[src/rtl/key_press_conditioner.sv]
// Pushbutton front-end: synchronizes an active-low key and a switch bank, debounces the key,
// and emits one press_pulse per accepted press (plus optional auto-repeat) with a SW snapshot.
module key_press_conditioner #(
  parameter int DEBOUNCE_CYCLES = 1000000,
  parameter int REPEAT_CYCLES   = 0,
  parameter int DATA_W          = 10
) (
  input  logic              CLOCK_50,
  input  logic              reset,
  input  logic              KEY_n,
  input  logic [DATA_W-1:0] SW,
  output logic              press_pulse,
  output logic [DATA_W-1:0] sw_captured,
  output logic              key_held
);

  localparam int MAX_CYCLES = (DEBOUNCE_CYCLES > REPEAT_CYCLES) ? DEBOUNCE_CYCLES : REPEAT_CYCLES;
  localparam int CNT_W      = $clog2(MAX_CYCLES) + 1;
  localparam logic [CNT_W-1:0] DEB_LAST = CNT_W'(DEBOUNCE_CYCLES - 1);
  localparam logic [CNT_W-1:0] REP_LAST = (REPEAT_CYCLES == 0) ? '0 : CNT_W'(REPEAT_CYCLES - 1);
  localparam bit REPEAT_EN = (REPEAT_CYCLES != 0);

  if (DEBOUNCE_CYCLES < 2) begin : g_bad_debounce
    $error("DEBOUNCE_CYCLES must be >= 2");
  end
  if (REPEAT_CYCLES == 1 || REPEAT_CYCLES < 0) begin : g_bad_repeat
    $error("REPEAT_CYCLES must be 0 or >= 2");
  end

  typedef enum logic [1:0] {
    IDLE,
    PRESS_WAIT,
    PRESSED,
    RELEASE_WAIT
  } state_t;

  logic              key_s1;
  logic              key_s;
  logic [DATA_W-1:0] sw_s1;
  logic [DATA_W-1:0] sw_s;

  state_t            state;
  state_t            state_nxt;
  logic [CNT_W-1:0]  cnt;
  logic [CNT_W-1:0]  cnt_nxt;
  logic [CNT_W-1:0]  rcnt;
  logic [CNT_W-1:0]  rcnt_nxt;
  logic              pulse_nxt;

  // NOTE: the key synchronizer resets to "released" so a key held through reset must
  // re-earn a full debounce instead of looking like an instant press.
  always_ff @(posedge CLOCK_50 or posedge reset) begin
    if (reset) begin
      key_s1 <= 1'b1;
      key_s  <= 1'b1;
      sw_s1  <= '0;
      sw_s   <= '0;
    end else begin
      // NOTE: non-blocking assignments make the two flops a true shift chain.
      key_s1 <= KEY_n;
      key_s  <= key_s1;
      sw_s1  <= SW;
      sw_s   <= sw_s1;
    end
  end

  always_comb begin
    // NOTE: every output of this block gets a default first, so no path infers a latch.
    state_nxt = state;
    cnt_nxt   = cnt;
    rcnt_nxt  = rcnt;
    pulse_nxt = 1'b0;

    unique case (state)
      IDLE: begin
        if (!key_s) begin
          state_nxt = PRESS_WAIT;
          cnt_nxt   = '0;
        end
      end

      PRESS_WAIT: begin
        if (key_s) begin
          state_nxt = IDLE;
          cnt_nxt   = '0;
        end else if (cnt == DEB_LAST) begin
          state_nxt = PRESSED;
          cnt_nxt   = '0;
          rcnt_nxt  = '0;
          pulse_nxt = 1'b1;
        end else begin
          cnt_nxt = cnt + 1'b1;
        end
      end

      PRESSED: begin
        if (key_s) begin
          state_nxt = RELEASE_WAIT;
          cnt_nxt   = '0;
          rcnt_nxt  = '0;
        end else if (REPEAT_EN) begin
          if (rcnt == REP_LAST) begin
            pulse_nxt = 1'b1;
            rcnt_nxt  = '0;
          end else begin
            rcnt_nxt = rcnt + 1'b1;
          end
        end
      end

      RELEASE_WAIT: begin
        // A short high blip while held is a release bounce: resume holding, no new pulse.
        if (!key_s) begin
          state_nxt = PRESSED;
          cnt_nxt   = '0;
          rcnt_nxt  = '0;
        end else if (cnt == DEB_LAST) begin
          state_nxt = IDLE;
          cnt_nxt   = '0;
        end else begin
          cnt_nxt = cnt + 1'b1;
        end
      end

      default: begin
        state_nxt = IDLE;
        cnt_nxt   = '0;
        rcnt_nxt  = '0;
      end
    endcase
  end

  always_ff @(posedge CLOCK_50 or posedge reset) begin
    if (reset) begin
      state       <= IDLE;
      cnt         <= '0;
      rcnt        <= '0;
      press_pulse <= 1'b0;
      sw_captured <= '0;
    end else begin
      state       <= state_nxt;
      cnt         <= cnt_nxt;
      rcnt        <= rcnt_nxt;
      press_pulse <= pulse_nxt;
      if (pulse_nxt) begin
        sw_captured <= sw_s;
      end
    end
  end

  assign key_held = (state == PRESSED) || (state == RELEASE_WAIT);

endmodule

[config.mk]
export PLATFORM = sky130hd
export DESIGN_NAME = key_press_conditioner
export DESIGN_NICKNAME = d
export VERILOG_FILES = /design/src/rtl/key_press_conditioner.sv
export SDC_FILE = /design/constraint.sdc
export NUM_CORES = 1
export LEC_CHECK = 0
export ABC_AREA = 1
export BUFFER_PORTS_ARGS = -buffer_cell sky130_fd_sc_hd__buf_2
export CAP_MARGIN = 20
export CORE_MARGIN = 2
export CORE_UTILIZATION = 40
export CTS_CLUSTER_DIAMETER = 50
export DETAILED_ROUTE_END_ITERATION = 6
export PLACE_DENSITY = 0.63
export SYNTH_ARGS = -nofsm -noshare
export SYNTH_HDL_FRONTEND = slang
export SYNTH_SLANG_ARGS = --single-unit
[constraint.sdc]
create_clock -name CLOCK_50 -period 3.9 [get_ports CLOCK_50]
set_clock_uncertainty 0.15 [all_clocks]
set_input_delay 0.39 -clock CLOCK_50 [delete_from_list [all_inputs] [get_ports CLOCK_50]]
set_output_delay 0.39 -clock CLOCK_50 [all_outputs]
set_load 0.005 [all_outputs]
==> impl_summary.log <==
INFO  metric start_kind = flop
INFO  metric timing.fmax = between 400 and 500 MHz
INFO  metric maxCapViolations = 0
INFO  metric cts_tree = yes
INFO  metric post_synth_and_or_nand_nor_area_fraction = between 20% and 30%
INFO  metric ys_warn_count = 0
INFO  metric worstSkewPairLatency = between 0.3 and 0.4 ns
INFO  metric die_w = around 80 µm
INFO  metric power = roughly 0.0011 W
INFO  metric criticalPathCategory = reg2reg
INFO  metric cts_inserted_buffers = 5
INFO  metric comb_power_share = a little over an eighth
INFO  metric synth_top_cell_area_share = about 56%
INFO  metric grtUsageMet1 = 21.1%
INFO  metric synth_commonest_cells = sky130_fd_sc_hd__nand2_1 (94), sky130_fd_sc_hd__dfrtp_1 (54), sky130_fd_sc_hd__nor2_1 (27)
INFO  metric totalWireLength = approximately 4.5 mm
INFO  metric internal_power = approximately 0.00078 W
INFO  metric power_switching_share = a little under a third
INFO  metric power.net_switching = around 0.00034 W
INFO  metric area_growth_syn_to_layout = 13.0%
INFO  metric floorplan.io_pins = 25
INFO  metric dr_total_vias = 1756
INFO  metric hp-class = in2reg
INFO  metric cts.repair_timing.setup_buffer_count = 0
INFO  metric synth-seq-area-share = about 58%
INFO  metric avgSynthCellArea = 8.80 µm²
INFO  metric groute.layer.met3.usage = under 10%
INFO  metric h_tree_lvls = 2
INFO  metric drcViolationCount = 0
INFO  metric synth.mux.area_fraction = 0%
INFO  metric synth_seq_cells = between 50 and 60
INFO  metric antennaDiodeCount = 0
INFO  metric period_share = a little under three fifths
INFO  metric fp.dieH = a little over 80 µm
INFO  metric required = 3.97 ns
INFO  metric setup_tns = 0 ns
INFO  metric leakage = 1.30 nW
INFO  metric outcome = finished, final reports clean
INFO  metric timing.final.setup_violations = 0
INFO  metric clk_pin_slew = 0.10 ns
INFO  metric nets = approximately 320
INFO  metric routed_wire_length_per_instance = about 12 µm
INFO  metric initial_core_util = between 40% and 50%
INFO  metric port-buffer-count = 24
INFO  metric count_of_flip_flops_with_a_built_in_enable_after_synthesis = 0
INFO  metric worst_ir_drop_vdd = 0.248 mV
INFO  metric fp.dieArea = ~6700 µm²
INFO  metric critPathMaxFanout = 11
INFO  metric dp_hpwl = slightly above 3 mm
INFO  metric grtUsageTotal = 14.6%
INFO  metric grt_pass1_wl = 7.42 mm
INFO  metric worst_pin_slew = about 0.65 ns
INFO  metric synth-async-reset-ratio = between 90% and 100%
INFO  metric power_per_cell_area = 411 nW/µm²
INFO  metric gate_count_post_synth = approximately 270
INFO  metric largest_family_of_logic_cells_by_synthesized_area = simple AND/OR/NAND/NOR gates
INFO  metric largest_net_degree_at_the_start_of_global_routing = 52
INFO  metric final-instance-count-excl-fill = between 300 and 400
INFO  metric tritoncts_num_sinks = between 50 and 60
INFO  metric grt.busiest_layer = met2
INFO  metric finalHoldViolations = 0
INFO  metric synthesis.area = about 2400 µm²
INFO  metric cp_arrival = between 2 and 2.5 ns
INFO  metric gr-usage-met2 = around 22%
INFO  metric placement_rows = 28
INFO  metric yosys-top-cells-area = sky130_fd_sc_hd__dfrtp_1 (56%), sky130_fd_sc_hd__nand2_1 (15%), sky130_fd_sc_hd__nor2_1 (4.2%), sky130_fd_sc_hd__nand3_1 (3.9%), sky130_fd_sc_hd__nand4_1 (3.4%)
INFO  metric coreArea = roughly 6000 µm²
INFO  metric first_global_vias = approximately 1600
INFO  metric yosys.area_share.adder = less than 1%
INFO  metric finalMaxSlewViolations = 0
INFO  metric count_of_placed_standard_cells_including_taps = ~370
INFO  metric clockRootBuffer = sky130_fd_sc_hd__clkbuf_8
INFO  metric worst_slew_slack_as_a_fraction_of_its_limit = 56.7%
INFO  metric layout-drive-gt1-share = about 14%
INFO  metric post-synth-top-count-cell = sky130_fd_sc_hd__nand2_1
INFO  metric overflow = 0
INFO  metric synth_compound_area_share = 4.05%
INFO  metric unrepaired_setup_endpoints_after_global_routing = no
INFO  metric synth_top_flop_cell = sky130_fd_sc_hd__dfrtp_1
INFO  metric antenna_found_initial = 0
INFO  metric seq_power_share = between 50% and 60%
INFO  metric synth-xor-area-share = 3.63%
INFO  metric share_clk_of_total_power = between 20% and 30%
INFO  metric max-clock-path-buffers = 2
INFO  metric place.gp.congestion = roughly 0.84
INFO  metric critPathCaptureType = flop
INFO  metric mappedNetlistNets = about 290
INFO  metric detail_route.vias_per_cell = ~4.7
INFO  metric firstDrtPassIters = 4
INFO  metric initialDrtViolationCount = between 90 and 100
INFO  metric route.antenna.remaining_nets = 0
INFO  metric synth_area_leader_cell = sky130_fd_sc_hd__dfrtp_1
INFO  metric final_period_minus_worst_setup_slack = 2.17 ns
INFO  metric library_cells_used_by_synthesis = 25
[registers in the layout, summed over array words and instances, names as in the netlist, named ones only]
signal       count
key_s            1
sw_captured     10
cnt             21
press_pulse      1
sw_s1           10
state            1
sw_s            10
key_s1           1
[stage by stage]
| stage | hold slack (ns) | setup slack, ns | area [µm²] | utilization, % |
|---|---|---|---|---|
| floorplan | 0.181 | 1.99 | 2410 | - |
| global placement | 0.182 | 1.77 | 2590 | 44.0 |
| detailed placement | 0.185 | 1.73 | 2590 | 44.0 |
| CTS | 0.00390 | 1.74 | 2690 | 45.6 |
| global route | 0.00664 | 1.49 | 2730 | 46.3 |
| finish | 0.0220 | 1.73 | 2730 | 46.3 |
[per-layer routing]
metal	vias up	wire length, µm
met3	5	159
met1	804	2230
met4	0	53
li1	921	-
met5	-	0
met2	26	2010
[worst max-delay path, cell delays in order, from the launching register on]
cell                      delay (ns)
sky130_fd_sc_hd__dfrtp_1        0.42
sky130_fd_sc_hd__or2_2          0.30
sky130_fd_sc_hd__nor2_1         0.50
sky130_fd_sc_hd__nand3_1        0.46
sky130_fd_sc_hd__nand2_1        0.17
sky130_fd_sc_hd__nand2_1        0.06
[cell usage in the layout, fill, tap and decap left out, types with 2 or more instances in the layout]
| cell type | count |
|---|---|
| sky130_fd_sc_hd__buf_2 | 24 |
| sky130_fd_sc_hd__clkbuf_8 | 5 |
| sky130_fd_sc_hd__dfrtp_1 | 54 |
| sky130_fd_sc_hd__o21ai_0 | 11 |
| sky130_fd_sc_hd__nand4_1 | 13 |
| sky130_fd_sc_hd__xor2_1 | 9 |
| sky130_fd_sc_hd__inv_2 | 2 |
| sky130_fd_sc_hd__nand2_1 | 94 |
| sky130_fd_sc_hd__nor2_4 | 2 |
| sky130_fd_sc_hd__a21oi_1 | 2 |
| sky130_fd_sc_hd__o22ai_1 | 2 |
| sky130_fd_sc_hd__o21bai_1 | 2 |
| sky130_fd_sc_hd__nand3_1 | 19 |
| sky130_fd_sc_hd__nor2_1 | 27 |
| sky130_fd_sc_hd__clkinvlp_4 | 2 |
| sky130_fd_sc_hd__dlygate4sd3_1 | 2 |
| sky130_fd_sc_hd__dfstp_2 | 2 |
| sky130_fd_sc_hd__inv_1 | 19 |
[worst paths after layout]
| path | start | endpoint | slack (ns) | depth (start not counted) |
|---|---|---|---|---|
| max | flop | sw_captured[3] | 1.73 | 5 |
| min | SW[8] | sw_s1[8] | 0.02 | 1 |
| max reg2reg | flop | sw_captured[3] | 1.73 | 5 |
| min reg2reg | sw_s1[0] | sw_s[0] | 0.20 | 0 |
| max in group asynchronous | reset | key_s | 2.72 | 4 |
| min in group asynchronous | reset | cnt[3] | 0.36 | 3 |
[cell type report]
type,count,area [µm²]
Tap cell,75,93.8
Clock inverter,3,26.3
Sequential cell,56,1400
Inverter,21,78.8
Timing Repair Buffer,28,168
Clock buffer,5,68.8
Fill cell,563,3160
Multi-Input combinational cell,189,887
[power by group through the flow]
| stage | registers, W | logic, W | clock network [W] |
|---|---|---|---|
| after floorplan | 0.000640 | 0.000122 | 0 |
| after global placement | 0.000645 | 0.000151 | 0 |
| after detailed placement | 0.000647 | 0.000151 | 0 |
| after CTS | 0.000635 | 0.000151 | 0.000347 |
| after global routing | 0.000640 | 0.000176 | 0.000372 |
| final | 0.000635 | 0.000153 | 0.000332 |
[cell families after synthesis]
logic type / count (synthesis)
simple gates: 160
flops: 56
buf+inv: 29
compound gates: 18
xor+xnor: 10
fa+ha+maj: 1
[what timing repair did]
action / CTS / global route
gates resized for setup: 0 / 0
hold buffers: 0 / 2
endpoints found under the hold margin: 0 / 7
Power figures use the tool's default switching activity.
